--- src/rtl/uart_tx_fifo.sv ---
// uart_tx_fifo: byte FIFO feeding the UART transmitter.
// First-word-fall-through read, sticky overflow, flush.
module uart_tx_fifo #(
    parameter int DEPTH = 8,
    parameter int WIDTH = 8
) (
    input  logic                     clk,
    input  logic                     reset,
    input  logic [WIDTH-1:0]         enq_data,
    input  logic                     enq_valid,
    output logic                     enq_ready,
    output logic [WIDTH-1:0]         deq_data,
    output logic                     deq_valid,
    input  logic                     deq_ready,
    input  logic                     flush,
    input  logic                     clear_overflow,
    output logic [$clog2(DEPTH):0]   count,
    output logic                     full,
    output logic                     empty,
    output logic                     overflow
);

    localparam int AW = $clog2(DEPTH);
    localparam int CW = AW + 1;

    logic [WIDTH-1:0] r_mem [DEPTH];
    logic [AW-1:0]    r_wr_ptr;
    logic [AW-1:0]    r_rd_ptr;
    logic [CW-1:0]    r_count;
    logic             r_overflow;

    logic             w_full;
    logic             w_empty;
    logic             w_enq;
    logic             w_deq;

    // Status is derived from the count register only, so the
    // ready/valid outputs never depend on the opposite handshake.
    always_comb begin
        w_full  = (r_count == CW'(DEPTH));
        w_empty = (r_count == '0);
        w_enq   = enq_valid & ~w_full;
        w_deq   = deq_ready & ~w_empty;
    end

    // Storage: written on an accepted enqueue; never reset.
    always_ff @(posedge clk) begin
        if (w_enq && !flush && !reset) begin
            r_mem[r_wr_ptr] <= enq_data;
        end
    end

    // Pointers and occupancy; flush discards same-cycle traffic.
    always_ff @(posedge clk) begin
        if (reset || flush) begin
            r_wr_ptr <= '0;
            r_rd_ptr <= '0;
            r_count  <= '0;
        end else begin
            if (w_enq) begin
                r_wr_ptr <= r_wr_ptr + AW'(1);
            end
            if (w_deq) begin
                r_rd_ptr <= r_rd_ptr + AW'(1);
            end
            if (w_enq && !w_deq) begin
                r_count <= r_count + CW'(1);
            end else if (w_deq && !w_enq) begin
                r_count <= r_count - CW'(1);
            end
        end
    end

    // Sticky overflow: clear beats a simultaneous set; flush leaves it.
    always_ff @(posedge clk) begin
        if (reset) begin
            r_overflow <= 1'b0;
        end else if (clear_overflow) begin
            r_overflow <= 1'b0;
        end else if (enq_valid && w_full) begin
            r_overflow <= 1'b1;
        end
    end

    // Output wiring.
    always_comb begin
        enq_ready = ~w_full;
        deq_valid = ~w_empty;
        deq_data  = r_mem[r_rd_ptr];
        count     = r_count;
        full      = w_full;
        empty     = w_empty;
        overflow  = r_overflow;
    end

endmodule

--- config.mk ---
export PLATFORM = sky130hd
export DESIGN_NAME = uart_tx_fifo
export DESIGN_NICKNAME = d
export VERILOG_FILES = /design/src/rtl/uart_tx_fifo.sv
export SDC_FILE = /design/constraint.sdc
export NUM_CORES = 1
export LEC_CHECK = 0
export CORE_AREA = 5 5 74 93
export CTS_CLUSTER_SIZE = 20
export DETAILED_ROUTE_END_ITERATION = 6
export DIE_AREA = 0 0 79 98
export PLACE_DENSITY_LB_ADDON = 0.3
export SYNTH_ARGS = -nofsm -noshare
export SYNTH_HDL_FRONTEND = slang
export SYNTH_SLANG_ARGS = --single-unit
--- constraint.sdc ---
create_clock -name clk -period 6.8 [get_ports clk]
set_input_delay 0.68 -clock clk [delete_from_list [all_inputs] [get_ports clk]]
set_output_delay 0.68 -clock clk [all_outputs]
set_load 0.02 [all_outputs]
==> results of run 1 <==
## Yosys cell counts
cell type  instances
a211o_1            1
a211oi_1           1
a21oi_1            5
a31o_2             1
and2_1             1
buf_1              1
buf_12             1
buf_2              2
buf_6              1
clkbuf_1           4
dfxtp_1           14
edfxtp_1          64
fa_1               1
ha_1               5
inv_1              4
mux2_2             8
mux2i_1            1
mux4_1            15
mux4_2             1
nand2_1            4
nand2_2            1
nand2b_1           2
nand3_1            6
nand4_1            1
nor2_1            17
nor3_1             3
or2_2              1
or3_1              1
or4_1              1
or4b_1             1
xnor2_1            1
xor2_1             5
## registers in the layout, summed over array words and instances, names as in the netlist, named ones only
signal / cells
count: 4
overflow: 1
r_mem: 64
r_rd_ptr: 3
r_wr_ptr: 3
## per-stage QoR
step / cell area (um^2) / setup slack, ns
finish: 3690 / 3.39
global route: 3690 / 3.30
detailed placement: 3490 / 3.58
CTS: 3690 / 3.36
floorplan: 3160 / 4.21
global placement: 3490 / 3.70
## cell type report
class,instances,area [um^2]
Clock buffer,12,145
Clock inverter,4,46.3
Fill cell,418,2280
Inverter,4,15.0
Multi-Input combinational cell,84,892
Sequential cell,78,2200
Tap cell,68,85.1
Timing Repair Buffer,30,300
## power by group through the flow
stage	sequential, mW	combinational, mW	clock, mW
5_1_grt	0.538	0.144	0.361
3_5_place_dp	0.547	0.133	0
2_1_floorplan	0.546	0.0841	0
4_1_cts	0.536	0.134	0.337
6_report	0.536	0.133	0.331
3_3_place_gp	0.546	0.127	0
## logic make-up after synthesis
kind of cell	after synthesis	share of synthesized area [%]
flip-flops	78	69.6
AND/OR/NAND/NOR	39	5.85
multiplexers	25	16.3
buffers and inverters	13	2.37
AO/OA/AOI/OAI	8	1.58
XOR/XNOR	6	1.66
adder cells (fa/ha/maj)	6	2.61
## layer usage
metal  global-route usage (%)  share of wire (%)  routed length (um)  vias to the layer above
met3                     3.14                3.0                 162                       14
met2                     25.4                 52                2820                       41
met4                     9.13                2.7                 144                        0
met1                     19.6                 42                2300                      817
li1                         -                  -                   -                      755
met5                        0                  0                   0                        -
## worst max path at each step
stage	startpoint	end	slack, ns	cells after the start
floorplan	count[1]$_SDFFE_PP0P_	count[3]$_SDFFE_PP0P_	4.21	10
global placement	reset	r_mem[0][4]$_DFFE_PP_	3.70	4
detailed placement	reset	r_mem[0][4]$_DFFE_PP_	3.58	4
CTS	flip-flop	deq_data[4]	3.36	3
global route	flip-flop	deq_data[5]	3.30	3
finish	flip-flop	deq_data[4]	3.39	3
## critical path: cells and delay by family, from the launching register on
kind     cells  cell delay, ns
buf+inv      1            0.54
flops        1            0.93
mux          2            0.92
==> flow_summary_export.csv, run 1 <==
group,metric,value,unit
outcome,outcome,"finished clean",
die,dieHeight,98,um
critical_path,cp_cell_sequence,"mux4_1 -> mux2_2 -> clkdlybuf4s50_1",
clocking,hold_buffers,0,
finish,fin_util,61.8,%
timing,fmax,0.293,GHz
synthesis,synth_seq_cells,78,
clocking,cts.sinks,78,
power_and_ir_drop,ir_drop,175,uV
timing,grt_setup_unrepaired,"no",
timing,tightest_slew,1.09,ns
timing,fin_crit,3.41,ns
critical_path,r2r_cells,10,
finish,fin_nets,227,
clocking,cts.path.max_buffers,2,
critical_path,crit_slowest_cell,"dfxtp_1",
critical_path,required,6.12,ns
clocking,path_clk_slew,0.07,ns
timing,hold_viol,0,
clocking,ctsResizeCount,0,
finish,n_antenna_cell,0,
synthesis,synth.top_cell.area_share,60.7,%
clocking,cts_tree,"done",
timing,setup_tns,0,ns
hold_path,whs_path_depth,2,
clocking,insertion_delay,0.34,ns
drt,routed_wl,5420,um
drt,routedWlPerCell,19.4,um
critical_path,cp.arrival,2.73,ns
finish,drive_gt1_share,12.3,%
timing,whs,0.516,ns
global_route,antenna_found_initial,0,
critical_path,cp-start-kind,"flip-flop",
global_route,overflow,0,
synthesis,yosys_warnings,0,
drt,drt-pass1-iter-count,4,
critical_path,path_class,"reg -> out",
clocking,postCtsSetupBuffers,0,
global_route,grt_pass1_wl,8960,um
finish,mostFrequentLayoutCells,"edfxtp_1, clkdlybuf4s50_1, nor2_1, mux4_1, dfxtp_1",
hold_path,hp-start,"r_rd_ptr[1]$_SDFFE_PP0P_",
synthesis,synthCells,175,
clocking,root_buffer,"clkbuf_8",
timing,finalMaxSlewViolations,0,
die,io_pins,31,
synthesis,synth_area_leader_cell,"edfxtp_1",
placed_design,portBuffers,30,
global_route,grt_max_degree,17,
drt,first_iter_violations,120,
drt,via_per_inst,5.81,
timing,slew_headroom,26.6,%
drt,drc_errors,0,
hold_path,hold_path.class,"reg -> reg",
placed_design,dp_cells,264,
synthesis,synth_area,3160,um^2
power_and_ir_drop,power,1.00,mW
die,die_x,79,um
die,initial_core_util,53.0,%
clocking,htree_levels,3,
critical_path,r2r_start,"count[1]$_SDFFE_PP0P_",
finish,layout.cells.non_filler,280,
placed_design,dp_hpwl,3630,um
synthesis,synth_area_leaders,"edfxtp_1, mux4_1, dfxtp_1, mux2_2, nor2_1",
timing,min_period_over_period,50.2,%
clocking,cts_made_buffers,9,
power_and_ir_drop,internal_power,768,uW
finish,area_growth,16.5,%
power_and_ir_drop,p_per_area,272,nW/um^2
drt,vias,1627,
power_and_ir_drop,power.leakage,1.23,nW
die,core_area,5970,um^2
power_and_ir_drop,p_seq_share,53.6,%
power_and_ir_drop,combinationalPowerShare,13.3,%
critical_path,r2r_slack,4.01,ns
synthesis,yosysUniqueCellTypes,32,
finish,layout_commonest_cell,"edfxtp_1",
synthesis,ys_seq_area_share,69.6,%
power_and_ir_drop,pwr-share-clk,33.1,%
synthesis,syn_avg_cell_area,18.1,um^2
synthesis,syn_nets,195,
power_and_ir_drop,p_sw,233,uW
power_and_ir_drop,netSwitchingFraction,23.3,%
critical_path,end_kind,"output pin",
critical_path,cp_slowest_stage_delay,0.93,ns
timing,finalSetupViolCount,0,
die,std_cell_rows,32,
drt,ant_nets,0,
critical_path,reg2reg_to,"count[3]$_SDFFE_PP0P_",
timing,skew,0.00756,ns
critical_path,crit_fanout,16,
global_route,grt_pass1_vias,1787,
die,dieArea,7740,um^2
global_route,grt_use_total,15.7,%
placed_design,finalWeightedCongestion,0.755,
flow_run,maxCapViolations,0,
(Power assumes the default switching activity.)
==> inputs of run 2 (changes only) <==
--- a/config.mk
+++ b/config.mk
@@ -5,10 +5,10 @@
 export SDC_FILE = /design/constraint.sdc
 export NUM_CORES = 1
 export LEC_CHECK = 0
-export CORE_AREA = 5 5 74 93
+export CORE_AREA = 5 5 77 97
 export CTS_CLUSTER_SIZE = 20
 export DETAILED_ROUTE_END_ITERATION = 6
-export DIE_AREA = 0 0 79 98
+export DIE_AREA = 0 0 82 102
 export PLACE_DENSITY_LB_ADDON = 0.3
 export SYNTH_ARGS = -nofsm -noshare
 export SYNTH_HDL_FRONTEND = slang
==> constraint.sdc (replaced) <==
create_clock -name clk -period 2.9 [get_ports clk]
set_input_delay 0.29 -clock clk [delete_from_list [all_inputs] [get_ports clk]]
set_output_delay 0.29 -clock clk [all_outputs]
set_load 0.02 [all_outputs]
==> flow_summary_export.csv, run 2 (synthesis results as in run 1) <==
group,metric,value,unit
outcome,outcome,"finished clean",
timing,whs,0.497,ns
finish,fin_nets,238,
clocking,path_clk_slew,0.07,ns
critical_path,path_class,"reg -> reg",
critical_path,end_kind,"flip-flop",
finish,largest_reg_flops,64,
finish,drive_gt1_share,16.7,%
die,core_area,6440,um^2
timing,slew_headroom,67.0,%
critical_path,r2r_slack,0.20,ns
global_route,antenna_found_initial,0,
clocking,cts_tree,"done",
critical_path,critPathMostFrequentCell,"ha_1",
clocking,cts_made_buffers,9,
finish,fillers,496,
global_route,grt_use_total,14.7,%
clocking,insertion_delay,0.34,ns
critical_path,required,3.18,ns
timing,finalMaxSlewViolations,0,
critical_path,cp.arrival,2.98,ns
timing,hold_viol,0,
timing,min_period_over_period,93.1,%
drt,ant_nets,0,
power_and_ir_drop,p_per_area,633,nW/um^2
drt,drc_errors,0,
drt,via_per_inst,5.30,
global_route,overflow,0,
placed_design,finalWeightedCongestion,0.738,
critical_path,cp-start-kind,"flip-flop",
critical_path,crit_slowest_cell,"or4_1",
finish,regArea,2200,um^2
placed_design,portBuffers,30,
critical_path,cp_cell_sequence,"or4_1 -> nand2_2 -> ha_1 -> inv_1 -> ha_1 -> nand3_1 -> a211o_1 -> a211oi_1 -> a31o_2",
timing,fin_crit,2.70,ns
drt,drt-pass1-iter-count,4,
clocking,htree_levels,3,
finish,n_antenna_cell,0,
flow_run,maxCapViolations,0,
placed_design,place_ws,0.197,ns
finish,area_growth,20.1,%
clocking,cts.sinks,78,
critical_path,r2r_cells,9,
placed_design,dp_cells,294,
power_and_ir_drop,ir_drop,510,uV
timing,finalSetupViolCount,0,
die,initial_core_util,49.1,%
timing,setup_tns,0,ns
finish,layout.cells.non_filler,309,
clocking,cts.path.max_buffers,2,
critical_path,cp.buffers_inverters,1,
hold_path,hold_path.class,"in -> reg",
drt,vias,1637,
global_route,grt_pass1_wl,8780,um
die,std_cell_rows,33,
timing,grt_setup_unrepaired,"no",
drt,first_iter_violations,161,
finish,largest_register,"r_mem",
die,die_x,82,um
timing,fmax,0.370,GHz
power_and_ir_drop,power.leakage,1.30,nW
critical_path,reg2reg_to,"count[3]$_SDFFE_PP0P_",
critical_path,worstSetupEndpoint,"count[3]$_SDFFE_PP0P_",
power_and_ir_drop,power,2.41,mW
placed_design,dp_hpwl,3710,um
drt,routed_wl,5580,um
timing,skew,0.00714,ns
critical_path,critPathLaunch,"count[1]$_SDFFE_PP0P_",
critical_path,cp.depth,9,
global_route,grt_pass1_vias,1742,
critical_path,cp_slowest_stage_delay,0.66,ns
die,dieArea,8360,um^2
clocking,root_buffer,"clkbuf_8",
critical_path,crit_fanout,6,
drt,routedWlPerCell,18.1,um
critical_path,r2r_start,"count[1]$_SDFFE_PP0P_",
timing,tightest_slew,0.494,ns
finish,layout_commonest_cell,"edfxtp_1",
die,io_pins,31,
critical_path,path_delay_family,"simple AND/OR/NAND/NOR gates",
finish,mostFrequentLayoutCells,"edfxtp_1, clkdlybuf4s50_1, nor2_1, mux4_1, dfxtp_1",
die,dieHeight,102,um
timing,finalWorstSetupSlack,0.199,ns
global_route,grt_max_degree,17,
finish,multiInputGateArea,891,um^2
## run 2: how the worst min path moves through the flow
stage	from	to	cells after the start
4_1_cts	clear_overflow	overflow$_SDFFE_PP0P_	2
2_1_floorplan	clear_overflow	overflow$_SDFFE_PP0P_	1
3_3_place_gp	r_rd_ptr[1]$_SDFFE_PP0P_	r_rd_ptr[1]$_SDFFE_PP0P_	2
6_report	clear_overflow	overflow$_SDFFE_PP0P_	2
3_5_place_dp	r_rd_ptr[1]$_SDFFE_PP0P_	flip-flop	2
5_1_grt	clear_overflow	overflow$_SDFFE_PP0P_	2
## run 2: worst reg2reg max path, stage by stage (launching register included)
cell and delay (ns):
dfxtp_1 0.38, or4_1 0.66, nand2_2 0.15, ha_1 0.18, inv_1 0.11, ha_1 0.36, nand3_1 0.13, a211o_1 0.30
a211oi_1 0.24, a31o_2 0.14
## run 2: routing by layer
layer / up-vias / share of wire, % / wire length (um) / global-route usage, %
met1: 820 / 42 / 2340 / 18.0
met4: 0 / 2.1 / 117 / 7.54
met3: 9 / 3.1 / 172 / 2.65
met5: - / 0 / 0 / 0
met2: 36 / 53 / 2950 / 24.8
li1: 772 / - / - / -
## run 2: cell type report
type,count,area share (%)
Clock inverter,6,2.04
Multi-Input combinational cell,84,23.4
Clock buffer,9,3.26
Sequential cell,78,57.9
Timing Repair Buffer,41,10.1
Inverter,4,0.395
Tap cell,87,2.86
## run 2: per-stage QoR
step / util, % / instance area (um^2)
6_report: 59.0 / 3800
5_1_grt: 59.0 / 3800
4_1_cts: 59.0 / 3800
3_5_place_dp: 55.8 / 3600
3_3_place_gp: 55.8 / 3600
2_1_floorplan: - / 3160
## run 2: what timing repair did
action	in CTS	in global routing
buffers inserted	0	0
resized for setup	0	1
hold buffers	0	0
setup endpoints to repair	0	1
## run 2: report_power, final
group	switching, mW	total (mW)	internal (mW)
Sequential	0.0192	1.25	1.23
Clock	0.359	0.830	0.471
Combinational	0.169	0.329	0.160
Total	0.547	2.41	1.86
==> inputs of run 3 (changes only) <==
==> config.mk (replaced) <==
export PLATFORM = sky130hd
export DESIGN_NAME = uart_tx_fifo
export DESIGN_NICKNAME = d
export VERILOG_FILES = /design/src/rtl/uart_tx_fifo.sv
export SDC_FILE = /design/constraint.sdc
export NUM_CORES = 1
export LEC_CHECK = 0
export ABC_AREA = 1
export CORE_AREA = 5 5 79 100
export CTS_CLUSTER_SIZE = 20
export DETAILED_ROUTE_END_ITERATION = 6
export DIE_AREA = 0 0 84 105
export PLACE_DENSITY = 0.69
export SYNTH_ARGS = -nofsm -noshare
export SYNTH_HDL_FRONTEND = slang
export SYNTH_SLANG_ARGS = --single-unit
==> flow_summary_export.csv, run 3 <==
group,metric,value,unit
clocking,insertion_delay,0.35,ns
placed_design,dp_cells,438,
synthesis,ys_seq_area_share,64.8,%
clocking,cts.sinks,78,
drt,via_per_inst,4.95,
critical_path,cp-start-kind,"flip-flop",
critical_path,crit_slowest_cell,"clkdlybuf4s50_1",
drt,first_iter_violations,132,
critical_path,cp_cell_sequence,"buf_4 -> nor2_1 -> nor2_1 -> o21ai_1 -> nand2_1 -> nand2_1 -> nand2_1 -> clkdlybuf4s50_1",
die,core_area,6810,um^2
global_route,grt_max_degree,33,
synthesis,synthArstFlopShare,0,%
outcome,outcome,"finished clean",
timing,min_period_over_period,86.4,%
critical_path,r2r_slack,0.83,ns
global_route,grt_pass1_wl,10900,um
flow_run,maxCapViolations,0,
critical_path,path_delay_family,"buffers and inverters",
die,dieHeight,105,um
clocking,cts_made_buffers,9,
finish,mostFrequentLayoutCells,"nor2_1, edfxtp_1, nand2_1, o21ai_1, clkdlybuf4s50_1",
critical_path,required,2.61,ns
global_route,grt.met2_usage,27.0,%
synthesis,synth_ff_type,"edfxtp_1",
critical_path,crit_fanout,14,
global_route,grt_use_met1,19.2,%
clocking,htree_levels,3,
power_and_ir_drop,ir_drop,405,uV
critical_path,critPathMostFrequentCell,"nand2_1",
critical_path,cp.arrival,2.22,ns
synthesis,synth.top_cell.area_share,56.6,%
clocking,cts_tree,"done",
power_and_ir_drop,power.leakage,1.53,nW
clocking,root_buffer,"clkbuf_8",
critical_path,path_class,"reg -> out",
finish,fin_nets,379,
timing,fin_crit,2.51,ns
placed_design,finalWeightedCongestion,0.767,
critical_path,end_kind,"output pin",
die,die_x,84,um
critical_path,r2r_cells,12,
timing,finalSetupViolCount,0,
finish,largest_reg_flops,64,
global_route,top_usage_layer,"met2",
die,std_cell_rows,34,
die,initial_core_util,49.9,%
timing,finalMaxSlewViolations,0,
drt,routed_wl,6520,um
synthesis,synth_edf_count,64,
synthesis,synthCells,318,
synthesis,synth_area,3400,um^2
global_route,grt_pass1_vias,2266,
finish,area_growth,17.8,%
drt,drc_errors,0,
drt,ant_nets,0,
timing,skew,0.00595,ns
synthesis,yosysUniqueCellTypes,25,
die,io_pins,31,
synthesis,synth_xor_area_share,0.774,%
synthesis,synth_top_family_by_area,"simple AND/OR/NAND/NOR gates",
drt,drt-pass1-iter-count,4,
synthesis,synth_area_leader_cell,"edfxtp_1",
synthesis,syn_nets,338,
finish,layout.cells.non_filler,453,
die,dieArea,8820,um^2
drt,vias,2241,
global_route,met3_usage,2.83,%
synthesis,yosysMostFrequentCell,"nor2_1",
synthesis,yosys_warnings,0,
synthesis,syn_avg_cell_area,10.7,um^2
clocking,cts.path.max_buffers,2,
critical_path,cp.buffers_inverters,2,
timing,fmax,0.399,GHz
clocking,path_clk_slew,0.08,ns
synthesis,synthAdderAreaFrac,2.43,%
synthesis,synth_compound_gate_area_share,6.45,%
critical_path,cp_slowest_stage_delay,0.61,ns
hold_path,whs_path_depth,2,
placed_design,dp_hpwl,4450,um
power_and_ir_drop,p_per_area,657,nW/um^2
synthesis,synth_area_leaders,"edfxtp_1, nor2_1, dfxtp_1, nand2_1, o21ai_1",
synthesis,synth_seq_cells,78,
finish,n_antenna_cell,0,
placed_design,portBuffers,30,
global_route,antenna_found_initial,0,
global_route,grt_use_total,16.1,%
hold_path,hold_path.class,"reg -> reg",
critical_path,cp.depth,8,
finish,drive_gt1_share,11.6,%
synthesis,synth.mux.area_fraction,0,%
synthesis,synth.top_cells.by_count,"nor2_1, edfxtp_1, nand2_1",
timing,hold_viol,0,
timing,tightest_slew,0.541,ns
drt,routedWlPerCell,14.4,um
finish,largest_register,"r_mem",
timing,slew_headroom,63.8,%
timing,grt_setup_unrepaired,"no",
clocking,ctsResizeCount,0,
synthesis,synth_simple_gate_area_share,19.6,%
clocking,hold_buffers,0,
timing,setup_tns,0,ns
finish,layout_commonest_cell,"nor2_1",
global_route,overflow,0,
clocking,postCtsSetupBuffers,0,
==> run 3: changes by cell type in the layout (fill, tap and decap cells not counted), moves of 3 or more <==
cell     previous run  this run
nor2_1             17        81
nor3_1              3         0
mux4_1             15         0
nand2_1             4        57
inv_2               0         8
o21ai_1             0        34
inv_1               4        12
mux2_2              8         0
==> run 3: layer usage <==
layer / wire length (um) / part of all wire [%] / vias up
li1: - / - / 1141
met1: 2720 / 42 / 1030
met2: 3330 / 51 / 53
met3: 260 / 4.0 / 17
met4: 214 / 3.3 / 0
met5: 0 / 0 / -
==> run 3: kinds of logic after synthesis <==
group	Yosys count
AND/OR/NAND/NOR	156
adder cells (fa/ha/maj)	6
flip-flops	78
XOR/XNOR	3
AO/OA/AOI/OAI	43
buffers and inverters	32
==> run 3: per-stage QoR <==
stage | area (um^2) | worst slack (ns) | hold WS (ns) | utilization (%) | power (mW)
after floorplan | 3400 | 0.842 | 0.389 | - | 1.58
after global placement | 3770 | 0.741 | 0.438 | 55.4 | 1.71
after detailed placement | 3770 | 0.647 | 0.443 | 55.4 | 1.73
after CTS | 4000 | 0.357 | 0.456 | 58.8 | 2.65
after global routing | 4000 | 0.226 | 0.480 | 58.8 | 2.75
final | 4000 | 0.394 | 0.447 | 58.8 | 2.63
==> run 3: where the power goes <==
part	internal (mW)	total [mW]	leakage, nW	switching, mW
registers	1.23	1.26	0.690	0.0271
clock network	0.563	0.933	0.114	0.370
logic	0.182	0.436	0.724	0.254
==> run 3: path summary, 6_finish.rpt <==
kind	start	end
min reg2reg	overflow$_SDFFE_PP0P_	overflow$_SDFFE_PP0P_
min	overflow$_SDFFE_PP0P_	overflow$_SDFFE_PP0P_
max	flip-flop	deq_data[4]
max reg2reg	count[1]$_SDFFE_PP0P_	count[3]$_SDFFE_PP0P_
==> run 3: cell type report <==
type,instances,area [um^2]
sequential,78,2200
multi-input combinational,208,995
fill,605,2810
inverter,21,81.3
clock buffer,10,128
tap,90,113
timing repair buffer,41,383
clock inverter,5,98.8
==> run 3: worst register-to-register path, delay by kind of cell, from the launching register on <==
kind                       cells  cell delay [ns]
adders and majority gates      2             0.47
and+or+nand+nor                7             0.92
buffers and inverters          3             0.22
DFF                            1             0.38
==> variant, RTL diff (settings of run 3) <==
The parameter `WIDTH` goes from 8 to 6.
--- a/src/rtl/uart_tx_fifo.sv
+++ b/src/rtl/uart_tx_fifo.sv
@@ -3,5 +3,5 @@
 module uart_tx_fifo #(
     parameter int DEPTH = 8,
-    parameter int WIDTH = 8
+    parameter int WIDTH = 6
 ) (
     input  logic                     clk,
Interface: changed (resized deq_data and enq_data); port bits go from 31 to 27. The function was not compared with the original's and may differ.
==> variant against run 3 <==
- power decreased by 14%
- routed wire length shrank 19%
- sequential cell count down 16
- global-route usage fell by 3.1 points
- area after synthesis fell by 18%
- sequential share of layout area fell by 3.3 points
- worst setup slack lost 0.030 ns
- cell area fell by 17%
- critical path type unchanged
- largest cell class unchanged
==> variant: results (changes against run 3) <==
cell at the root of the clock tree=sky130_fd_sc_hd__clkbuf_8; number of buffers inserted by post-CTS setup repair=0 (unchanged); source-to-sink clock delay at the later pin of the worst-skew pair=0.34 ns; Leak Pwr=1.25 nW (-18%); run status=complete, no violations; detailed-routing iteration count for the pre-antenna-repair pass=4 (unchanged); number of buffers inserted during clock tree synthesis=9 (unchanged); count of endpoints failing setup in the final report=0 (unchanged); # port buffers=26 (-13%); max FFs per register=48 (-25%); number of distinct standard cells referenced by the synthesized netlist=25 (unchanged); maximum level of the CTS H-tree=3 (unchanged); count of flip-flops with a built-in enable after synthesis=48 (-25%); count of nets after finishing=314 (-17%); initial antenna violation count=0 (unchanged); clock-pin slew of the registers on the worst-case setup and hold paths=0.06 ns (-0.02 ns); Data arrival, critical path=2.25 ns (+0.03 ns); Critical Path Max Stage Delay=0.61 ns (about the same); Synth async-reset ratio=0 (unchanged); count of instances resized after the clock tree is built=0 (unchanged); net count after synthesis=282 (-17%); synth cell count leaders=sky130_fd_sc_hd__nor2_1 (57), sky130_fd_sc_hd__edfxtp_1 (48), sky130_fd_sc_hd__nand2_1 (45); warnings from Yosys=0 (unchanged); transition time of the tightest slew-check pin=0.704 ns (+0.162 ns); clock skew after layout=0.00928 ns (+0.00333 ns); per-cell via count in the routed design=4.66 (-5.7%); final weighted congestion of routability-driven global placement=0.796 (+3.8%); half-perimeter wire length of the detailed placement result=3590 microns (-19%); wire length of the first global-routing pass=8780 microns (-19%); final wirelength=5270 microns (-19%); cell-internal power=1.72 mW (-13%); fraction of layout instances using a drive strength above 1=0.150 (+0.0338); Filler Cell Count=635 (+5.0%); critical path's slowest cell=sky130_fd_sc_hd__clkdlybuf4s50_1; First DRT Iteration DRCs=138 (+4.5%); ys flop type=sky130_fd_sc_hd__edfxtp_1; class of the worst hold path=reg2reg; Most flops, register=r_mem; cells taking the most area after synthesis=sky130_fd_sc_hd__edfxtp_1 (52%), sky130_fd_sc_hd__dfxtp_1 (10%), sky130_fd_sc_hd__nor2_1 (7.7%); clock tree buffer depth=2 (unchanged); largest net degree at the start of global routing=25 (-24%); GRT Overall Usage=0.131 (-0.0305); Seq/Total Area, Yosys=0.621 (-0.0270); number of global-route vias before repair=1798 (-21%); # Max-Cap Violations=0 (unchanged); Worst IR Drop VDD=0.306 mV (-24%); worst-path fanout max=15 (+1); n_diodes=0 (unchanged)
==> variant: cell types whose count changed after synthesis, moves of 2 or more <==
cell	change
sky130_fd_sc_hd__inv_2	-2
sky130_fd_sc_hd__edfxtp_1	-16
sky130_fd_sc_hd__inv_1	+2
sky130_fd_sc_hd__or2_1	-2
sky130_fd_sc_hd__o21ai_0	+2
sky130_fd_sc_hd__nor2_1	-24
sky130_fd_sc_hd__or2_2	+2
sky130_fd_sc_hd__nand2_1	-12
sky130_fd_sc_hd__nor2_2	+6
sky130_fd_sc_hd__o21ai_1	-10
sky130_fd_sc_hd__buf_6	-2
==> variant: stage by stage <==
stage	instances	utilization	worst slack, ns	hold WS [ns]	cell area (sq um)
global route	391	0.489	0.145	0.478	3330
floorplan	264	-	0.732	0.389	2770
finish	391	0.489	0.364	0.449	3330
detailed placement	375	0.453	0.562	0.443	3090
global placement	375	0.453	0.639	0.438	3090
CTS	391	0.489	0.328	0.455	3330
==> variant: worst paths after layout <==
| kind | from | endpoint | slack (ns) | depth (start not counted) |
|---|---|---|---|---|
| max | flop | deq_data[5] | 0.36 | 8 |
| min reg2reg | overflow | overflow | 0.45 | 2 |
| min | overflow | overflow | 0.45 | 2 |
| max reg2reg | count[0] | count[3] | 0.72 | 12 |
==> variant: kinds of logic after synthesis <==
| group | Yosys count | share of synthesized area |
|---|---|---|
| buffers and inverters | 28 | 0.0556 |
| and+or+nand+nor | 129 | 0.216 |
| AOI/OAI and AO/OA | 37 | 0.0709 |
| xor gates and xnor gates | 2 | 0.00632 |
| DFF | 62 | 0.621 |
| adders and majority gates | 6 | 0.0298 |
==> variant: cell type report <==
type | count | share of cell area
Timing Repair Buffer | 28 | 0.0828
Sequential cell | 62 | 0.518
Tap cell | 90 | 0.0339
Clock inverter | 4 | 0.0286
Inverter | 21 | 0.0245
Multi-Input combinational cell | 174 | 0.269
Clock buffer | 12 | 0.0436
==> variant: routing by layer <==
layer	wire length, microns	up-vias	track usage
met5	0	-	0
met4	91	0	0.0540
met3	240	7	0.0441
met2	2750	39	0.224
met1	2190	837	0.150
li1	-	941	-
==> variant: power groups by stage <==
| stage | logic, mW | clock network, mW | registers (mW) |
|---|---|---|---|
| 2_1_floorplan | 0.238 | 0 | 1.02 |
| 3_3_place_gp | 0.360 | 0 | 1.02 |
| 3_5_place_dp | 0.366 | 0 | 1.02 |
| 4_1_cts | 0.368 | 0.914 | 0.997 |
| 5_1_grt | 0.405 | 0.970 | 0.999 |
| 6_report | 0.364 | 0.905 | 0.997 |
==> variant: worst max-delay path: cells and delay by family, from the launching register on <==
family | cells | cell delay [ns]
AND/OR/NAND/NOR | 5 | 0.37
AO/OA/AOI/OAI | 1 | 0.07
buffers and inverters | 2 | 0.89
flip-flops | 1 | 0.56
